==> src/rtl/fp_add_sequencer.sv <==
// Initiator for the FloatAdder Start/Done byte-split handshake: holds operands, runs one add per Go.
// Latency: Go at E0 -> Start after E0; capture on first Done cycle; Result_Valid one cycle after Done drops.
// Backpressure: Go and operand writes are dropped while Busy; no queueing, adder paced by Done.
//
// Ports:
//   Clk, Reset_n                         clock (rising edge), async active-low reset
//   Wr_En, Wr_Addr, Wr_Data              operand byte writes (0=A_MSB 1=A_LSB 2=B_MSB 3=B_LSB)
//   Go                                   one-cycle request to start an addition
//   Busy, Result_Valid, Error            status to core
//   Result_MSB, Result_LSB               held result bytes
//   Start, A/B_*_out                     request and operands to the adder
//   Result_MSB_in, Result_LSB_in, Done   response from the adder
module fp_add_sequencer #(
    parameter int          TIMEOUT_CYCLES = 64,
    parameter logic [15:0] ERR_PATTERN    = 16'h7E00
) (
    input  logic       Clk,
    input  logic       Reset_n,
    input  logic       Wr_En,
    input  logic [1:0] Wr_Addr,
    input  logic [7:0] Wr_Data,
    input  logic       Go,
    output logic       Busy,
    output logic       Result_Valid,
    output logic       Error,
    output logic [7:0] Result_MSB,
    output logic [7:0] Result_LSB,
    output logic       Start,
    output logic [7:0] A_MSB_out,
    output logic [7:0] A_LSB_out,
    output logic [7:0] B_MSB_out,
    output logic [7:0] B_LSB_out,
    input  logic [7:0] Result_MSB_in,
    input  logic [7:0] Result_LSB_in,
    input  logic       Done
);

    localparam int            CW       = $clog2(TIMEOUT_CYCLES + 1);
    localparam logic [CW-1:0] CNT_LAST = CW'(TIMEOUT_CYCLES - 1);
    localparam logic [CW-1:0] CNT_MAX  = '1;

    typedef enum logic [1:0] {
        S_IDLE    = 2'd0,
        S_RUN     = 2'd1,
        S_RELEASE = 2'd2
    } state_t;

    state_t        state;
    logic [CW-1:0] run_cnt;

    // Operand registers feed the adder directly; frozen while a transaction is in flight.
    always_ff @(posedge Clk or negedge Reset_n) begin
        if (!Reset_n) begin
            A_MSB_out <= 8'h00;
            A_LSB_out <= 8'h00;
            B_MSB_out <= 8'h00;
            B_LSB_out <= 8'h00;
        end else if (Wr_En && !Busy) begin
            case (Wr_Addr)
                2'd0: A_MSB_out <= Wr_Data;
                2'd1: A_LSB_out <= Wr_Data;
                2'd2: B_MSB_out <= Wr_Data;
                2'd3: B_LSB_out <= Wr_Data;
                default: ;
            endcase
        end
    end

    always_ff @(posedge Clk or negedge Reset_n) begin
        if (!Reset_n) begin
            state        <= S_IDLE;
            run_cnt      <= '0;
            Start        <= 1'b0;
            Busy         <= 1'b0;
            Result_Valid <= 1'b0;
            Error        <= 1'b0;
            Result_MSB   <= 8'h00;
            Result_LSB   <= 8'h00;
        end else begin
            case (state)
                S_IDLE: begin
                    // Done seen here is stale from a previous transaction and is ignored.
                    if (Go) begin
                        state        <= S_RUN;
                        Start        <= 1'b1;
                        Busy         <= 1'b1;
                        Result_Valid <= 1'b0;
                        Error        <= 1'b0;
                        run_cnt      <= '0;
                    end
                end
                S_RUN: begin
                    if (run_cnt != CNT_MAX) begin
                        run_cnt <= run_cnt + CW'(1);
                    end
                    // The adder clears its result bytes one cycle after raising Done,
                    // so this first Done cycle is the only chance to capture.
                    if (Done) begin
                        Result_MSB <= Result_MSB_in;
                        Result_LSB <= Result_LSB_in;
                        Start      <= 1'b0;
                        state      <= S_RELEASE;
                    end else if (run_cnt >= CNT_LAST) begin
                        // This edge completes TIMEOUT_CYCLES RUN cycles without an answer.
                        Error      <= 1'b1;
                        Result_MSB <= ERR_PATTERN[15:8];
                        Result_LSB <= ERR_PATTERN[7:0];
                        Start      <= 1'b0;
                        state      <= S_RELEASE;
                    end
                end
                S_RELEASE: begin
                    // Wait for the adder to retire Done before allowing another request.
                    if (!Done) begin
                        state        <= S_IDLE;
                        Busy         <= 1'b0;
                        Result_Valid <= 1'b1;
                    end
                end
                default: begin
                    state <= S_IDLE;
                    Start <= 1'b0;
                    Busy  <= 1'b0;
                end
            endcase
        end
    end

endmodule

==> config.mk <==
export PLATFORM = sky130hd
export DESIGN_NAME = fp_add_sequencer
export DESIGN_NICKNAME = d
export VERILOG_FILES = /design/src/rtl/fp_add_sequencer.sv
export SDC_FILE = /design/constraint.sdc
export NUM_CORES = 1
export LEC_CHECK = 0
export CORE_MARGIN = 5
export CORE_UTILIZATION = 32
export CTS_BUF_LIST = sky130_fd_sc_hd__clkbuf_2
export DETAILED_ROUTE_END_ITERATION = 12
export RECOVER_POWER = 50
export SYNTH_ARGS = -nofsm -noshare
export SYNTH_HDL_FRONTEND = slang
export SYNTH_SLANG_ARGS = --single-unit
==> constraint.sdc <==
create_clock -name Clk -period 2.2 [get_ports Clk]
set_clock_uncertainty 0.15 [all_clocks]
set_input_delay 0.22 -clock Clk [delete_from_list [all_inputs] [get_ports Clk]]
set_output_delay 0.22 -clock Clk [all_outputs]
set_load 0.005 [all_outputs]
==> impl_table.tex, run 1 <==
\begin{tabular}{lr}
\hline
Metric & Value \\
\hline
\multicolumn{2}{l}{\textbf{GRT}} \\
Number of global-route vias before repair & roughly 2.1k \\
Maximum number of pins on one net before global-route repair & 62 \\
Global router's overall resource usage & 0.1365 \\
Global-route wire length before repair & between 10000 and 15000 um \\
GR Layer Usage met1 & 0.1913 \\
Antenna violations before repair & 1 \\
Total global routing overflow & 0 \\
Global Route met2 Usage & 0.1967 \\
Peak-usage layer in the global routing report & met2 \\
GR met3 Demand/Resource & 0.03444 \\
\multicolumn{2}{l}{\textbf{Timing}} \\
Least-Margin Pin Slew & between 1000 and 1500 ps \\
Hold Violations, Final & 0 \\
Setup Total Neg Slack & 0 ps \\
Unrepaired setup endpoints after global routing & no \\
Number of setup violations in the final report & 0 \\
Min cycle time layout & approximately 2000 ps \\
Max-slew violation count & 0 \\
Maximum frequency from static timing analysis & slightly below 0.5 GHz \\
Relative slew slack & 0.008272 \\
Period utilization & 0.9169 \\
\multicolumn{2}{l}{\textbf{Pwr}} \\
Overall power of the completed layout & around 5.0 mW \\
Static power due to leakage & approximately 1.6 nW \\
Pwr dens & between 1000 and 1500 nW/um\^{}2 \\
Peak supply drop & slightly above 500 uV \\
\multicolumn{2}{l}{\textbf{Flow run}} \\
Maximum capacitance violations & 1 \\
\multicolumn{2}{l}{\textbf{Final layout}} \\
Flip-flop and latch area & roughly 1500 um\^{}2 \\
Layout overhead on the synthesized area & 41.10\% \\
Post-layout net count & roughly 330 \\
Area of the multi-input gates & slightly above 1000 um\^{}2 \\
Filler instances & roughly 750 \\
Post-route core utilization & 0.4611 \\
Fraction of final layout cells sized beyond drive strength 1 & 0.2182 \\
Post-route standard cell area excluding fillers & roughly 3800 um\^{}2 \\
Fin cells & slightly above 400 \\
\multicolumn{2}{l}{\textbf{Worst setup path}} \\
Slowest Stage Delay on Critical Path & roughly 550 ps \\
Register-to-register path setup slack & 180 ps \\
Crit. path cell count & 5 \\
Gate family responsible for the most delay along the worst path & compound AO/OA/AOI/OAI gates \\
Worst reg2reg path startpoint & run\_cnt[1] \\
Required time at the endpoint of the critical path & 2460 ps \\
Critical path data arrival time & 2280 ps \\
Crit path kind & flip-flop to flip-flop \\
Kind of end point of the critical path & flip-flop \\
Sequence of cells on the critical path & ha\_1, a21o\_1, a211o\_1, buf\_4, o21ai\_2 \\
Worst flop-to-flop path endpoint & Result\_LSB[0] \\
Number of buffers and inverters on the critical path & 1 \\
Worst-path maximum fanout & 16 \\
Highest-delay cell along the critical path & sky130\_fd\_sc\_hd\_\_a211o\_1 \\
Startpoint Class & flip-flop \\
Logic depth of the worst register-to-register path & 5 \\
\multicolumn{2}{l}{\textbf{Run status}} \\
Violations in the final reports & capacitance limit \\
Status & complete, but fails checks \\
\multicolumn{2}{l}{\textbf{Synth}} \\
FF+latch count, synth & just over 60 \\
Synth area leaders & sky130\_fd\_sc\_hd\_\_dfrtp\_1 57\%, sky130\_fd\_sc\_hd\_\_mux2\_2 13\%, sky130\_fd\_sc\_hd\_\_o21ai\_2 2.9\% \\
Async set or reset register ratio after synthesis & 1.000 \\
Synth cell types & between 40 and 50 \\
Portion of the post-synthesis area used by sequential elements & 0.5685 \\
Number of synthesized flops with an enable pin & 0 \\
Yosys top cell by area & sky130\_fd\_sc\_hd\_\_dfrtp\_1 \\
Main synth FF type & sky130\_fd\_sc\_hd\_\_dfrtp\_1 \\
Average cell area after synthesis & between 10 and 15 um\^{}2 \\
Net Count, Synth & 239 \\
Share of Yosys cell area claimed by the top area cell type & 0.5685 \\
Synth warnings & 0 \\
Syn Inst Count & about 210 \\
Synth top cells by count & 61 x sky130\_fd\_sc\_hd\_\_dfrtp\_1, 31 x sky130\_fd\_sc\_hd\_\_mux2\_2, 13 x sky130\_fd\_sc\_hd\_\_inv\_1 \\
Top-count cell post-synth & sky130\_fd\_sc\_hd\_\_dfrtp\_1 \\
Post-synth design cell area & approximately 2700 um\^{}2 \\
\multicolumn{2}{l}{\textbf{Die}} \\
Die outline area & 10320 um\^{}2 \\
Core area & roughly 8200 um\^{}2 \\
Initial standard-cell utilization of the core & 0.3268 \\
Top-level port count & 83 \\
Standard-cell row count & 33 \\
Horizontal die dimension & between 100 and 150 um \\
Vertical die dimension & just over 100 um \\
\multicolumn{2}{l}{\textbf{Clock tree}} \\
Number of setup buffers added after CTS & 0 \\
Number of buffers created by CTS & 9 \\
Num Clock Sinks & between 60 and 70 \\
Clock latency on the worst-skew pair & approximately 460 ps \\
Clock transition at the registers of the reported paths & roughly 190 ps \\
CTS tree & yes \\
Count of hold-fix buffers inserted at cts & 1 \\
Count of instances resized after the clock tree is built & 0 \\
Bufs on Longest Clock Path & 2 \\
Root Driver & sky130\_fd\_sc\_hd\_\_clkbuf\_2 \\
CTS HTree Levels & 3 \\
\multicolumn{2}{l}{\textbf{Placement}} \\
Placer congestion estimate & 0.7830 \\
Port bufs & 82 \\
Post-Place Cell Area & $\sim$3700 um\^{}2 \\
Placed Cells incl. Taps & 395 \\
Detailed Place HPWL & around 4800 um \\
\multicolumn{2}{l}{\textbf{Route}} \\
Via count & $\sim$2.0k \\
Routed WL & 6625 um \\
Number of remaining DRC errors & 0 \\
Routed wire length per instance & $\sim$16 um \\
Iter 0 DRT Violations & 75 \\
Vias per Instance & roughly 4.8 \\
Remaining number of nets flagged by the antenna check after routing & 0 \\
First-pass iteration count of the detailed router & 4 \\
\multicolumn{2}{l}{\textbf{Min path}} \\
Number of instances on the worst hold path & 3 \\
Launch point of the worst hold path & Result\_LSB\_in[3] \\
Terminating pin of the worst hold path & Result\_LSB[3] \\
Tightest Hold Check Type & primary input to flip-flop \\
\hline
\end{tabular}
## cells in the final DEF, fill, tap and decap left out, types with 3 or more instances in the layout
cell type,count
sky130_fd_sc_hd__bufinv_16,3
sky130_fd_sc_hd__clkdlybuf4s50_1,81
sky130_fd_sc_hd__mux2i_1,3
sky130_fd_sc_hd__nand4_1,3
sky130_fd_sc_hd__nand2_1,11
sky130_fd_sc_hd__a22oi_1,10
sky130_fd_sc_hd__o21a_1,6
sky130_fd_sc_hd__dfrtp_1,61
sky130_fd_sc_hd__o21ai_2,9
sky130_fd_sc_hd__clkbuf_1,6
sky130_fd_sc_hd__mux2_2,31
sky130_fd_sc_hd__o22a_1,6
sky130_fd_sc_hd__clkbuf_2,10
sky130_fd_sc_hd__inv_1,13
sky130_fd_sc_hd__o21ai_0,5
sky130_fd_sc_hd__buf_4,5
## cells by family (layout without fill, tap and decap cells)
| kind of cell | after synthesis | in the layout | synth area share |
|---|---|---|---|
| simple gates | 32 | 32 | 0.07643 |
| other cells | 0 | 1 | 0 |
| buf+inv | 24 | 124 | 0.04753 |
| fa+ha+maj | 1 | 1 | 0.004659 |
| mux | 35 | 35 | 0.1454 |
| compound gates | 54 | 54 | 0.1575 |
| flops | 61 | 61 | 0.5685 |
## power by group
part,switching (mW),internal [mW],total [mW]
Sequential,0.378,1.61,1.98
Combinational,0.744,1.36,2.10
Clock,0.448,0.497,0.945
Total,1.57,3.46,5.03
## tightest hold or removal path, delay by kind of cell
kind / cells / cell delay [ps]
AOI/OAI and AO/OA: 2 / 120
buffers and inverters: 1 / 450
## worst max path at each step
| stage | slack, ps | to | startpoint |
|---|---|---|---|
| floorplan | 470 | state[1] | run_cnt[0] |
| global placement | 230 | Result_LSB[5] | run_cnt[1] |
| detailed placement | 200 | B_MSB_out[5] | Wr_Addr[1] |
| CTS | 180 | Busy | Busy |
| global route | 90 | Result_LSB[4] | run_cnt[1] |
| finish | 180 | Result_LSB[0] | run_cnt[1] |
## metal layers
layer / up-vias / wire, um
met3: 10 / 197
met5: - / 0
met2: 41 / 3203
li1: 948 / -
met4: 0 / 134
met1: 983 / 3090
## per-stage QoR
step	setup WS, ps	hold WS [ps]
2_1_floorplan	466.7	-225.6
3_3_place_gp	234.1	103.7
3_5_place_dp	199.2	111.8
4_1_cts	182.5	84.75
5_1_grt	94.12	135.4
6_report	182.9	198.0
## state kept, by name, indices dropped and copies added (netlist names)
register / flops
A_LSB_out: 8
A_MSB_out: 8
B_LSB_out: 8
B_MSB_out: 8
Busy: 1
Error: 1
Result_LSB: 8
Result_MSB: 8
Result_Valid: 1
Start: 1
run_cnt: 7
state: 2
## cell type report
cell class / instances / share of cell area
clock buffer: 9 / 0.01189
tap: 105 / 0.03468
clock inverter: 7 / 0.03203
multi-input combinational: 122 / 0.2698
inverter: 13 / 0.01288
timing repair buffer: 95 / 0.2351
antenna: 1 / 0.0006605
sequential: 61 / 0.4029
Note: power is estimated with default switching activity, not from simulation.
==> run 2, diff against run 1 <==
REMOVE_ABC_BUFFERS = 1   (was default)
==> impl_table.tex, run 2 (synthesis gave the netlist of run 1 again) <==
\begin{tabular}{lr}
\hline
Metric & Value \\
\hline
\multicolumn{2}{l}{\textbf{Route}} \\
Routed wire length per instance & between 15 and 20 um \\
Wl on met1 & 2994 um \\
Wire length on met2 & $\sim$3200 um \\
Iter 0 DRT Violations & 47 \\
Remaining number of nets flagged by the antenna check after routing & 0 \\
Via count & 1952 \\
Top layer reached by signal wires & met4 \\
Total met3 wirelength after detailed routing & 237 um \\
Routed WL & $\sim$6500 um \\
Vias per Instance & approximately 4.7 \\
First-pass iteration count of the detailed router & 4 \\
Number of remaining DRC errors & 0 \\
\multicolumn{2}{l}{\textbf{Worst setup path}} \\
Startpoint Class & flip-flop \\
Required time at the endpoint of the critical path & around 2400 ps \\
Slowest Stage Delay on Critical Path & between 400 and 500 ps \\
Launching instance or port of the critical path & run\_cnt[0] \\
Worst reg2reg path startpoint & run\_cnt[0] \\
Sequence of cells on the critical path & ha\_1, a21o\_1, a211o\_1, buf\_4, o21ai\_1 \\
Worst-path maximum fanout & 10 \\
Gate family responsible for the most delay along the worst path & compound AO/OA/AOI/OAI gates \\
Kind of end point of the critical path & flip-flop \\
Highest-delay cell along the critical path & sky130\_fd\_sc\_hd\_\_dfrtp\_1 \\
Number of buffers and inverters on the critical path & 1 \\
Critical path data arrival time & 2240 ps \\
Crit path kind & flip-flop to flip-flop \\
\multicolumn{2}{l}{\textbf{Timing}} \\
Max-slew violation count & 0 \\
Period utilization & 0.9125 \\
Setup Total Neg Slack & 0 ps \\
Maximum frequency from static timing analysis & approximately 0.5 GHz \\
Unrepaired setup endpoints after global routing & no \\
Final WS setup & approximately 190 ps \\
Worst hold slack & roughly 200 ps \\
Min cycle time layout & between 2000 and 2500 ps \\
Least-Margin Pin Slew & 1071 ps \\
Number of setup violations in the final report & 0 \\
Hold Violations, Final & 0 \\
Relative slew slack & 0.2863 \\
\multicolumn{2}{l}{\textbf{GRT}} \\
Global router's overall resource usage & 0.1306 \\
Global-route wire length before repair & 10410 um \\
Maximum number of pins on one net before global-route repair & 30 \\
Number of global-route vias before repair & slightly above 2k \\
Antenna violations before repair & 0 \\
Total global routing overflow & 0 \\
\multicolumn{2}{l}{\textbf{Placement}} \\
Detailed Place HPWL & around 5000 um \\
Post-Place Cell Area & $\sim$3700 um\^{}2 \\
Port bufs & between 80 and 90 \\
Placer congestion estimate & between 0.8 and 0.9 \\
Placed Cells incl. Taps & approximately 390 \\
Pre-CTS WS & just under 200 ps \\
\multicolumn{2}{l}{\textbf{Clock tree}} \\
Root Driver & sky130\_fd\_sc\_hd\_\_clkbuf\_2 \\
Number of buffers created by CTS & 9 \\
Count of instances resized after the clock tree is built & 0 \\
Num Clock Sinks & 61 \\
Bufs on Longest Clock Path & 2 \\
CTS HTree Levels & 3 \\
CTS tree & yes \\
Clock transition at the registers of the reported paths & $\sim$170 ps \\
Clock latency on the worst-skew pair & approximately 460 ps \\
\multicolumn{2}{l}{\textbf{Min path}} \\
Launch point of the worst hold path & Result\_LSB\_in[1] \\
Tightest Hold Check Type & primary input to flip-flop \\
\multicolumn{2}{l}{\textbf{Pwr}} \\
Clock network fraction of design power & 0.143 \\
Overall power of the completed layout & between 4 and 5 mW \\
Switching power & roughly 1.5 mW \\
Combinational group share of total power & 0.438 \\
Pwr dens & approximately 1300 nW/um\^{}2 \\
Static power due to leakage & between 1.5 and 2 nW \\
Switching fraction of total power & 0.3194 \\
Cell internal pwr & 3.232 mW \\
Relative contribution of sequential cells to total power & 0.419 \\
Peak supply drop & around 430 uV \\
\multicolumn{2}{l}{\textbf{Run status}} \\
Status & complete, no violations \\
\multicolumn{2}{l}{\textbf{Die}} \\
Die outline area & 10320 um\^{}2 \\
Horizontal die dimension & around 100 um \\
Core area & 8217 um\^{}2 \\
Initial standard-cell utilization of the core & 0.3268 \\
Top-level port count & 83 \\
Standard-cell row count & 33 \\
Vertical die dimension & between 100 and 150 um \\
\multicolumn{2}{l}{\textbf{Final layout}} \\
Post-layout net count & 333 \\
Antenna cell count & 0 \\
Commonest non-fill, non-tap cell in the layout & sky130\_fd\_sc\_hd\_\_clkdlybuf4s50\_1 \\
Fin cells & around 410 \\
Filler instances & between 700 and 800 \\
Area of the multi-input gates & $\sim$1000 um\^{}2 \\
Most frequent cells in the layout & 81 x sky130\_fd\_sc\_hd\_\_clkdlybuf4s50\_1, 61 x sky130\_fd\_sc\_hd\_\_dfrtp\_1, 31 x sky130\_fd\_sc\_hd\_\_mux2\_2, 13 x sky130\_fd\_sc\_hd\_\_inv\_1 \\
Layout overhead on the synthesized area & 39.28\% \\
Fraction of final layout cells sized beyond drive strength 1 & 0.2124 \\
Post-route standard cell area excluding fillers & between 3000 and 4000 um\^{}2 \\
Flip-flop and latch area & approximately 1500 um\^{}2 \\
Post-route core utilization & 0.4552 \\
\multicolumn{2}{l}{\textbf{Flow run}} \\
Maximum capacitance violations & 0 \\
\hline
\end{tabular}
[run 2: changes by cell type in the layout (fill, tap and decap cells not counted), sizes merged]
cell / delta
buf: -1
clkinv: -1
clkinvlp: +2
clkbuf: +1
diode: -1
bufinv: -2
[run 2: area by class of cell]
class | instances | area share
multi-input combinational | 122 | 0.2733
clock inverter | 6 | 0.01673
inverter | 13 | 0.01305
tap | 105 | 0.03513
timing repair buffer | 94 | 0.2402
clock buffer | 10 | 0.01338
sequential | 61 | 0.4082
[run 2: worst min-delay path, delay by kind of cell]
kind / cells / cell delay [ps]
buffers and inverters: 1 / 450
AO/OA/AOI/OAI: 2 / 120
[run 2: path summary, 6_finish.rpt]
path                                 end  slack, ps  depth (start not counted)
max in group asynchronous     run_cnt[6]        630                          3
setup reg to reg                state[0]        190                          5
hold / removal             Result_LSB[1]        200                          3
min in group asynchronous   A_MSB_out[7]        280                          2
hold reg to reg             A_MSB_out[5]        370                          1
setup / recovery                state[0]        190                          5
[run 2: power groups by stage]
stage | logic [mW] | registers, mW | clock network (mW)
after floorplan | 0.859 | 1.99 | 0
after global placement | 2.11 | 2.01 | 0
after detailed placement | 2.14 | 2.02 | 0
after CTS | 2.15 | 2.00 | 0.709
after global routing | 2.26 | 2.06 | 0.749
final | 2.08 | 1.99 | 0.678
[run 2: timing repair]
action / CTS / global route
buffers inserted: 0 / 0
hold buffers: 1 / 0
hold endpoints to repair: 61 / 0
[run 2: per-layer routing]
layer / GRT usage / up-vias
met5: 0 / -
met4: 0.05930 / 0
met3: 0.02961 / 7
met2: 0.2007 / 42
met1: 0.1758 / 964
li1: - / 939
